--- config.mk ---
export PLATFORM = sky130hd
export DESIGN_NAME = time_entry
export DESIGN_NICKNAME = d
export VERILOG_FILES = /design/src/rtl/time_entry_pkg.sv /design/src/rtl/btn_event.sv /design/src/rtl/time_entry.sv
export SDC_FILE = /design/constraint.sdc
export NUM_CORES = 1
export LEC_CHECK = 0
export CORE_MARGIN = 1.5
export CORE_UTILIZATION = 40
export DETAILED_ROUTE_END_ITERATION = 6
export PLACE_DENSITY = 0.55
export SLEW_MARGIN = 30
export SYNTH_ARGS = -nofsm -noshare
export SYNTH_HDL_FRONTEND = slang
export SYNTH_SLANG_ARGS = --single-unit
--- constraint.sdc ---
create_clock -name clk -period 5.3 [get_ports clk]
set_clock_uncertainty 0.1 [all_clocks]
set_input_delay 1.325 -clock clk [delete_from_list [all_inputs] [get_ports clk]]
set_output_delay 1.325 -clock clk [all_outputs]
set_load 0.02 [all_outputs]
--- src/rtl/time_entry_pkg.sv ---
// ============================================================================
//  Module   : time_entry_pkg
//  Purpose  : Shared types, limits and helpers for min:sec time entry
//  Revision : 1.0  initial release
// ============================================================================
`default_nettype none

package time_entry_pkg;

  typedef enum logic [1:0] {
    IDLE     = 2'd0,
    EDIT_MIN = 2'd1,
    EDIT_SEC = 2'd2,
    COMMIT   = 2'd3
  } state_t;

  // One min or sec field, 0..59
  typedef logic [5:0] field_t;

  localparam field_t      MAX_MIN     = 6'd59;
  localparam field_t      MAX_SEC     = 6'd59;
  localparam logic [11:0] MAX_SECONDS = 12'd3599;
  localparam logic [11:0] SEC_PER_MIN = 12'd60;

  // Step a field up, wrapping past the maximum back to zero
  function automatic field_t wrap_inc(input field_t v, input field_t maxv);
    return (v == maxv) ? 6'd0 : v + 6'd1;
  endfunction

  // Step a field down, wrapping below zero to the maximum
  function automatic field_t wrap_dec(input field_t v, input field_t maxv);
    return (v == 6'd0) ? maxv : v - 6'd1;
  endfunction

  // Fold {min,sec} back into total seconds at 12-bit width
  function automatic logic [11:0] to_seconds(input field_t mn, input field_t sc);
    return ({6'd0, mn} * SEC_PER_MIN) + {6'd0, sc};
  endfunction

endpackage

`default_nettype wire

--- src/rtl/btn_event.sv ---
// ============================================================================
//  Module   : btn_event
//  Purpose  : Registers one debounced button, emits a pulse on its rising
//             edge and, optionally, auto-repeat pulses while it is held.
//             A held button seen while 'block' is high is locked out until
//             it has been released.
//  Revision : 1.0  initial release
// ============================================================================
`default_nettype none

module btn_event #(
  parameter bit          REPEAT_EN    = 1'b0,
  parameter int unsigned REPEAT_DELAY = 25_000_000,
  parameter int unsigned REPEAT_RATE  = 5_000_000
) (
  input  logic clk,
  input  logic nrst,
  input  logic btn,
  input  logic block,
  output logic pulse
);

  logic btn_q;
  logic btn_prev;
  logic blocked;
  logic edge_det;
  logic rep_fire;

  assign edge_det = btn_q & ~btn_prev;

  // Input register, edge history and the hold-over lockout flag
  always_ff @(posedge clk or negedge nrst) begin
    if (!nrst) begin
      btn_q    <= 1'b0;
      btn_prev <= 1'b0;
      blocked  <= 1'b0;
    end else begin
      btn_q    <= btn;
      btn_prev <= btn_q;
      blocked  <= btn_q & (blocked | block);
    end
  end

  generate
    if (REPEAT_EN) begin : g_repeat
      localparam int unsigned MAXV = (REPEAT_DELAY > REPEAT_RATE) ? REPEAT_DELAY : REPEAT_RATE;
      localparam int unsigned CW   = $clog2(MAXV + 1);
      localparam logic [CW-1:0] DELAY_C = CW'(REPEAT_DELAY);
      localparam logic [CW-1:0] RATE_C  = CW'(REPEAT_RATE);

      logic [CW-1:0] hold_cnt;
      logic [CW-1:0] hold_cur;
      logic          repeating;

      // Hold count of the current cycle: zero on the edge cycle itself
      assign hold_cur = edge_det ? '0 : hold_cnt;
      assign rep_fire = btn_q & (repeating ? (hold_cur == RATE_C) : (hold_cur == DELAY_C));

      // Counts towards the initial delay, then restarts for each repeat period
      always_ff @(posedge clk or negedge nrst) begin
        if (!nrst) begin
          hold_cnt  <= '0;
          repeating <= 1'b0;
        end else if (!btn_q) begin
          hold_cnt  <= '0;
          repeating <= 1'b0;
        end else if (rep_fire) begin
          hold_cnt  <= CW'(1);
          repeating <= 1'b1;
        end else begin
          hold_cnt  <= hold_cur + CW'(1);
        end
      end
    end else begin : g_no_repeat
      assign rep_fire = 1'b0;
    end
  endgenerate

  assign pulse = (edge_det | rep_fire) & ~blocked;

endmodule

`default_nettype wire

--- src/rtl/time_entry.sv ---
// ============================================================================
//  Module   : time_entry
//  Purpose  : Button-driven min:sec editor; commits the edited value to the
//             timer as total seconds with a one-cycle load strobe.
//  Revision : 1.0  initial release
// ============================================================================
`default_nettype none

module time_entry
  import time_entry_pkg::*;
#(
  parameter int unsigned REPEAT_DELAY = 25_000_000,
  parameter int unsigned REPEAT_RATE  = 5_000_000
) (
  input  logic        clk,
  input  logic        nrst,
  input  logic [11:0] cur_time,
  input  logic        btn_edit,
  input  logic        btn_inc,
  input  logic        btn_dec,
  input  logic        btn_cancel,
  output logic        editing,
  output logic        field_sel,
  output logic [11:0] edit_value,
  output logic [11:0] time_out,
  output logic        time_load
);

  state_t      state;
  state_t      state_nxt;
  field_t      min_val;
  field_t      sec_val;
  field_t      min_nxt;
  field_t      sec_nxt;
  logic [11:0] time_nxt;
  logic        ev_edit;
  logic        ev_inc;
  logic        ev_dec;
  logic        ev_cancel;
  logic        in_idle;
  logic        step_up;
  logic        step_dn;

  // inc/dec held across a return to IDLE stay silent until re-pressed
  assign in_idle = (state == IDLE);

  btn_event #(.REPEAT_EN(1'b0), .REPEAT_DELAY(REPEAT_DELAY), .REPEAT_RATE(REPEAT_RATE)) u_edit (
    .clk(clk), .nrst(nrst), .btn(btn_edit), .block(1'b0), .pulse(ev_edit)
  );
  btn_event #(.REPEAT_EN(1'b0), .REPEAT_DELAY(REPEAT_DELAY), .REPEAT_RATE(REPEAT_RATE)) u_cancel (
    .clk(clk), .nrst(nrst), .btn(btn_cancel), .block(1'b0), .pulse(ev_cancel)
  );
  btn_event #(.REPEAT_EN(1'b1), .REPEAT_DELAY(REPEAT_DELAY), .REPEAT_RATE(REPEAT_RATE)) u_inc (
    .clk(clk), .nrst(nrst), .btn(btn_inc), .block(in_idle), .pulse(ev_inc)
  );
  btn_event #(.REPEAT_EN(1'b1), .REPEAT_DELAY(REPEAT_DELAY), .REPEAT_RATE(REPEAT_RATE)) u_dec (
    .clk(clk), .nrst(nrst), .btn(btn_dec), .block(in_idle), .pulse(ev_dec)
  );

  // Simultaneous inc and dec cancel each other
  assign step_up = ev_inc & ~ev_dec;
  assign step_dn = ev_dec & ~ev_inc;

  // State register
  always_ff @(posedge clk or negedge nrst) begin
    if (!nrst) state <= IDLE;
    else       state <= state_nxt;
  end

  // Next state and field updates; cancel beats edit beats inc/dec
  always_comb begin
    state_nxt = state;
    min_nxt   = min_val;
    sec_nxt   = sec_val;
    time_nxt  = time_out;
    case (state)
      IDLE: begin
        if (ev_edit) begin
          state_nxt = EDIT_MIN;
          if (cur_time > MAX_SECONDS) begin
            min_nxt = MAX_MIN;
            sec_nxt = MAX_SEC;
          end else begin
            min_nxt = field_t'(cur_time / SEC_PER_MIN);
            sec_nxt = field_t'(cur_time % SEC_PER_MIN);
          end
        end
      end
      EDIT_MIN: begin
        if (ev_cancel)    state_nxt = IDLE;
        else if (ev_edit) state_nxt = EDIT_SEC;
        else if (step_up) min_nxt   = wrap_inc(min_val, MAX_MIN);
        else if (step_dn) min_nxt   = wrap_dec(min_val, MAX_MIN);
      end
      EDIT_SEC: begin
        if (ev_cancel) begin
          state_nxt = IDLE;
        end else if (ev_edit) begin
          state_nxt = COMMIT;
          time_nxt  = to_seconds(min_val, sec_val);
        end else if (step_up) begin
          sec_nxt = wrap_inc(sec_val, MAX_SEC);
        end else if (step_dn) begin
          sec_nxt = wrap_dec(sec_val, MAX_SEC);
        end
      end
      COMMIT:  state_nxt = IDLE;
      default: state_nxt = IDLE;
    endcase
  end

  // Field registers, registered display copy and committed total
  always_ff @(posedge clk or negedge nrst) begin
    if (!nrst) begin
      min_val    <= '0;
      sec_val    <= '0;
      edit_value <= '0;
      time_out   <= '0;
    end else begin
      min_val    <= min_nxt;
      sec_val    <= sec_nxt;
      edit_value <= {min_val, sec_val};
      time_out   <= time_nxt;
    end
  end

  // time_out is loaded on entry to COMMIT, so it is valid alongside the strobe
  assign editing   = (state == EDIT_MIN) || (state == EDIT_SEC);
  assign field_sel = (state == EDIT_SEC);
  assign time_load = (state == COMMIT);

endmodule

`default_nettype wire

Word-level counts from Yosys, hierarchy flattened
Cells that the tools add are included.
Storage, ports and cells
  flip-flop bits (word level): 102
  input bits: 18
  output and inout port bits: 27
  logic and storage cells: 129
Operators by class
  add/subtract/negate cells: 7
  multipliers: 1
  divide/modulo/power cells: 2
  order comparisons: 1
  equality and inequality tests: 20
  muxes and demuxes: 36
  bitwise operators: 31
  reduce and logical (&&, ||, !) cells: 10
Operators by type and width (number)
  $mux 25: 6
  $mux 6: 16
  $add 25x1->25 const B: 2
  $eq 25x23->1 const B: 2
  $eq 25x25->1 const B: 2
  $pmux 6 s2: 2
  $and 1x1->1: 16
  $ne 2x2->1 const B: 7
  $add 12x6->12: 1
  $add 6x1->6 const B: 2
  $div 12x6->12 const B: 1
  $eq 6x6->1 const B: 2
  $gt 12x12->1 const B: 1
  $logic_not 6->1: 2
  $mod 12x6->12 const B: 1
  $sub 6x1->6 const B: 2
  $not 1->1: 11
  $mul 6x4->10 const B: 1
  $mux 2: 5
  $reduce_and 5->1: 2
  $pmux 2 s4: 1
  $mux 1: 6
  $ne 3x1->1 const B: 2
  $ne 3x3->1 const B: 2
  7 further kinds: 13

Longest topological paths before layout
  depth in word-level cells: 15
  gate-level depth with buffers: 23
  depth with buffers taken out: 21

By module
A second synthesis with hierarchy kept.
Unflattened totals
  cells, all modules: 781
  area total of the unflattened synthesis: 7080.5 sq um
Modules (own cells, without submodules)
  time_entry: times used 1, cells an instance 441, area an instance 3757.4 sq um, seq. area each 950.9 sq um
  btn_event at u_dec ...: times used 2, cells an instance 165, area an instance 1566.5 sq um, seq. area each 725.7 sq um
  btn_event at u_cancel ...: times used 2, cells an instance 5, area an instance 95.1 sq um, seq. area each 75.1 sq um

Worst setup path before layout
OpenSTA, ideal clock, no wires.
  kind: register to register
  start point: register u_dec.btn_prev
  end point: register min_val[4]
  library setup time: 0.083 ns
  arrival: 3.656 ns
  data required time: 5.117 ns
  path slack: 1.461 ns
  cell stages (with the launch flop): 20
  buffers on the path: 3
  clock period less this slack: 3.839 ns
  cell sequence: dfrtp_1 > nand2b_1 > clkbuf_1 > buf_1 > nand2_1 > ha_1 > nand2_1 > or4_1 > nor4_1 > nand2_1 > nand2_1 > nand2_1 > or2_2 > ha_1 > nor3_1 > nand3_1 > o21ai_0 > clkbuf_1 > o311ai_0 > o21ai_0
On the way
  longest elaborated chain between the ends: 14
  elaborated cells between the ends (all ways): 18
  classes of those cells: 3 x eq/ne; 6 x mux; 8 x bitwise; 1 x reduce/logical
RTL lines
  start: declaration: line btn_event.sv:24  | logic btn_prev;
  start signal: assignment: line btn_event.sv:39  | btn_prev <= btn_q;
  $not 1->1 *: line btn_event.sv:29  | assign edge_det = btn_q & ~btn_prev;
  $and 1x1->1 *: line btn_event.sv:29
  $mux 25: line btn_event.sv:56  | assign hold_cur = edge_det ? '0 : hold_cnt;
  $eq 25x25->1 / $eq 25x23->1 (equally long branches): line btn_event.sv:57  | assign rep_fire = btn_q & (repeating ? (hold_cur == RATE_C) : (hold_cur == DELAY_C));
  $mux 1: line btn_event.sv:57
  $and 1x1->1: line btn_event.sv:57
  $or 1x1->1 *: line btn_event.sv:79  | assign pulse = (edge_det | rep_fire) & ~blocked;
  $and 1x1->1 *: line btn_event.sv:79
  $not 1->1: line time_entry.sv:61  | assign step_up = ev_inc & ~ev_dec;
  $and 1x1->1: line time_entry.sv:61
  $mux 6: line time_entry.sv:92  | else if (step_up) min_nxt = wrap_inc(min_val, MAX_MIN);
  $mux 6: line time_entry.sv:91  | else if (ev_edit) state_nxt = EDIT_SEC;
  $mux 6: line time_entry.sv:90  | if (ev_cancel) state_nxt = IDLE;
  $pmux 6 s2: line time_entry.sv:76  | case (state)
  end signal: assignment: line time_entry.sv:120  | min_val <= min_nxt;
  end: declaration: line time_entry.sv:31  | field_t min_val;
Every way passes the cells marked *; elsewhere a longest branch is shown, timed or not. The select of a mux whose other input is x is not followed.
A chain may end at the register's enable or synchronous reset.

Final worst setup path
  start point: input cur_time[9]
  end point: register sec_val[5]
On the way
  longest elaborated chain between the ends: 4
  elaborated cells between the ends (all ways): 5
  classes of those cells: 1 x div; 1 x order compare; 3 x mux
RTL lines
  start: declaration: line time_entry.sv:17  | input logic [11:0] cur_time,
  $mod 12x6->12 / $gt 12x12->1 (equally long branches): line time_entry.sv:85, time_entry.sv:80
  $mux 6 *: line time_entry.sv:80  | if (cur_time > MAX_SECONDS) begin
  $mux 6 *: line time_entry.sv:78  | if (ev_edit) begin
  $pmux 6 s2 *: line time_entry.sv:76
  end signal: assignment: line time_entry.sv:121  | sec_val <= sec_nxt;
  end: declaration: line time_entry.sv:32  | field_t sec_val;
Marked as above.

==> metrics.yaml <==
outcome: "completed"
avgViaCountPerCell: 5.468
r2r_end: "sec_val[4]"
row_count: 48
whs_path_depth: 0
synth_enable_flop_cells: 0
rsz0062_at_grt: "false"
final.fill_count: 1713
route.detailed.drc: 0
die_width_um: 135.1
power.density_cell_area_nw_per_um2: 594.3
wire_per_inst_um: 14.94
port_buffers: 44
max_cap_violations: 0
regToRegSetupSlack_ns: 1.16
hold_buffers: 0
detail-route-antenna-nets: 0
core_box_area_um2: 17180
syn_area_um2: 6979
design.die.area_um2: 18250
clock_insertion_delay_worst_skew_ns: 0.36
tritoncts: "done"
post-cts-setup-buffers: 0
min_to: "u_cancel.btn_prev"
totalNegativeSetupSlack_ns: 0
critPathRequiredTime_ns: 5.48
slew-limit-headroom_pct: 41.78
setup.worst_path.start_class: "input pin"
cts_made_buffers: 9
cts_buffer_depth: 2
hold_start: "u_cancel.btn_q"
final.hold.worst_slack_ns: 0.3133
post_synth.cell_area_avg_um2: 8.959
floorplan.initialDensity_pct: 40.63
detail_route.wirelength_um: 15610
cts.root.buffer_cell: "sky130_fd_sc_hd__clkbuf_16"
yosys.cell_count.top_type: "sky130_fd_sc_hd__dfrtp_1"
finalWorstPathRequiredPeriod_ns: 4.386
postCtsResizedCells: 0
r2r-start: "u_dec.btn_q"
grt_overflow: 0
reg2regPathDepth: 22
syn2layout_area_growth_pct: 13.05
gp_congestion: 0.8603
netlist_top_cells_area: "sky130_fd_sc_hd__dfrtp_1 (37%), sky130_fd_sc_hd__ha_1 (7.5%), sky130_fd_sc_hd__xor2_1 (5.5%)"
grt_pass1_vias: 5536
seq_area_frac_synth_pct: 36.57
yosys_warnings: 0
cp_data_arrival_time_ns: 4.57
diodes: 0
synth_largest_area_cell: "sky130_fd_sc_hd__dfrtp_1"
maxClockFrequency_mhz: 228.0
grt_pass1_wl_um: 26600
drtIter0Drc: 222
dominantRegCellSynth: "sky130_fd_sc_hd__dfrtp_1"
worst-setup-path-type: "input pin to flip-flop"
hpwl_reported_at_the_end_of_detailed_placement_um: 11370
maximum_number_of_pins_on_one_net_before_global_route_repair: 67
final_layout_size_suffix_gt1_share_pct: 6.829
period_share_pct: 82.75
vias: 5714
worstSetupEndpointType: "flip-flop"
synth_nets: 849
asyncSetResetFlopFracSynth_pct: 100.0
critPathMaxFanout: 11
cts_sinks: 102
synth_cell_type_count: 82
drt-pass1-iter-count: 5
globalRouteTotalUtil_pct: 17.98
setup-violations-final: 0
post_synth_inst_count: 779
yosys-top-cells-count: "sky130_fd_sc_hd__dfrtp_1 (102), sky130_fd_sc_hd__nand2_1 (98), sky130_fd_sc_hd__nor2_1 (85)"
max-vdd-ir-drop_mv: 0.9422
clk_pin_slew_worst_paths_ns: 0.07
report.power.total_mw: 4.689
pin_count: 45
timing_hold_violations_final: 0
synth.ff_latch_count: 102
report.final.slew_viol_count: 0
antenna_found_initial: 0
synth_top_area_share_pct: 36.57
hold_path.class: "flip-flop to flip-flop"
design.final.nets: 885
total_leakage_power_nw: 3.278
die-height_um: 135.1
timing_worst_slew_pin_value_ns: 0.8667
ctsHtreeMaxLevel: 3
## logic make-up (layout without fill, tap and decap cells)
kind of cell | after synthesis | in the layout | share of synthesized area (%)
XOR/XNOR | 72 | 72 | 9.036
buffers and inverters | 69 | 110 | 4.894
AND/OR/NAND/NOR | 328 | 328 | 22.88
multiplexers | 6 | 6 | 0.9143
AO/OA/AOI/OAI | 149 | 149 | 15.17
flip-flops | 102 | 102 | 36.57
adder cells (fa/ha/maj) | 53 | 53 | 10.54
## stage by stage
stage	cell area, um^2	setup WS (ns)	util, %	cells
2_1_floorplan	6979	1.461	-	779
3_3_place_gp	7582	0.6838	44.14	1029
3_5_place_dp	7582	0.5694	44.14	1029
4_1_cts	7890	0.9531	45.94	1045
5_1_grt	7890	0.5138	45.94	1045
6_report	7890	0.9141	45.94	1045
## worst max-delay path, cell delays in order
cell	delay, ns
sky130_fd_sc_hd__clkdlybuf4s50_1	0.75
sky130_fd_sc_hd__nand2_1	0.27
sky130_fd_sc_hd__a211oi_2	0.39
sky130_fd_sc_hd__o21ai_0	0.12
sky130_fd_sc_hd__o21ai_0	0.50
sky130_fd_sc_hd__nand2_1	0.18
sky130_fd_sc_hd__o31ai_4	0.34
sky130_fd_sc_hd__o211ai_1	0.22
sky130_fd_sc_hd__o311ai_1	0.15
sky130_fd_sc_hd__nand4_1	0.14
sky130_fd_sc_hd__a31oi_1	0.17
## flip-flops by register name, summed over array words and instances (netlist names), 2 cells and up
register and flops:
time_out 12, u_inc.g_repeat.hold_cnt 25, edit_value 12, sec_val 6
min_val 6, state 2, u_dec.g_repeat.hold_cnt 25
## layout make-up
type                    count  area, um^2  share of cell area, %
inverters                  40       150.1                  1.903
repair buffers             54       513.0                  6.502
clock inverters             6       78.83                 0.9990
multi-input cells         608        4085                  51.78
clock buffers              10       229.0                  2.902
well taps                 225       281.5                  3.568
flip-flops and latches    102        2552                  32.35
## how the worst max path moves through the flow
stage                        start          to  slack (ns)  cells after the start
floorplan           u_dec.btn_prev  min_val[4]        1.46                     19
global placement      cur_time[11]  sec_val[4]        0.68                     11
detailed placement     cur_time[9]  sec_val[5]        0.57                     11
CTS                    cur_time[9]  sec_val[5]        0.95                     11
global route           cur_time[8]  sec_val[5]        0.51                     11
finish                 cur_time[9]  sec_val[5]        0.91                     11
## power breakdown
group / total [mW] / internal (mW) / switching (mW)
sequential: 1.11 / 0.923 / 0.190
combinational: 2.88 / 1.32 / 1.56
clock: 0.696 / 0.376 / 0.320
total: 4.69 / 2.62 / 2.07
## layout by cell type (no fill, tap or decap), types with 4 or more instances in the layout
cell                              count
sky130_fd_sc_hd__dfrtp_1            102
sky130_fd_sc_hd__nand2_1             98
sky130_fd_sc_hd__nor2_1              85
sky130_fd_sc_hd__nand3_1             45
sky130_fd_sc_hd__xor2_1              44
sky130_fd_sc_hd__clkdlybuf4s50_1     43
sky130_fd_sc_hd__ha_1                42
sky130_fd_sc_hd__inv_1               40
sky130_fd_sc_hd__o21ai_0             37
sky130_fd_sc_hd__a21oi_1             32
sky130_fd_sc_hd__xnor2_1             28
sky130_fd_sc_hd__nand4_1             20
sky130_fd_sc_hd__nor3_1              13
sky130_fd_sc_hd__buf_4               11
sky130_fd_sc_hd__fa_1                10
sky130_fd_sc_hd__and2_1               9
sky130_fd_sc_hd__clkbuf_16            9
sky130_fd_sc_hd__nor4_1               8
sky130_fd_sc_hd__a31oi_1              8
sky130_fd_sc_hd__o211ai_1             8
sky130_fd_sc_hd__or3_1                7
sky130_fd_sc_hd__a21o_1               7
sky130_fd_sc_hd__or4_1                5
sky130_fd_sc_hd__and3_1               5
sky130_fd_sc_hd__o221ai_1             5
sky130_fd_sc_hd__o21a_1               5
sky130_fd_sc_hd__o22ai_1              5
sky130_fd_sc_hd__nand2b_1             4
sky130_fd_sc_hd__and4_1               4
## metal layers
metal | vias up | GRT usage (%) | share of wire [%]
li1 | 2794 | - | -
met1 | 2799 | 22.65 | 44
met2 | 95 | 31.32 | 51
met3 | 26 | 3.003 | 3.2
met4 | 0 | 5.854 | 1.7
met5 | - | 0 | 0
Power figures use the tool's default switching activity.
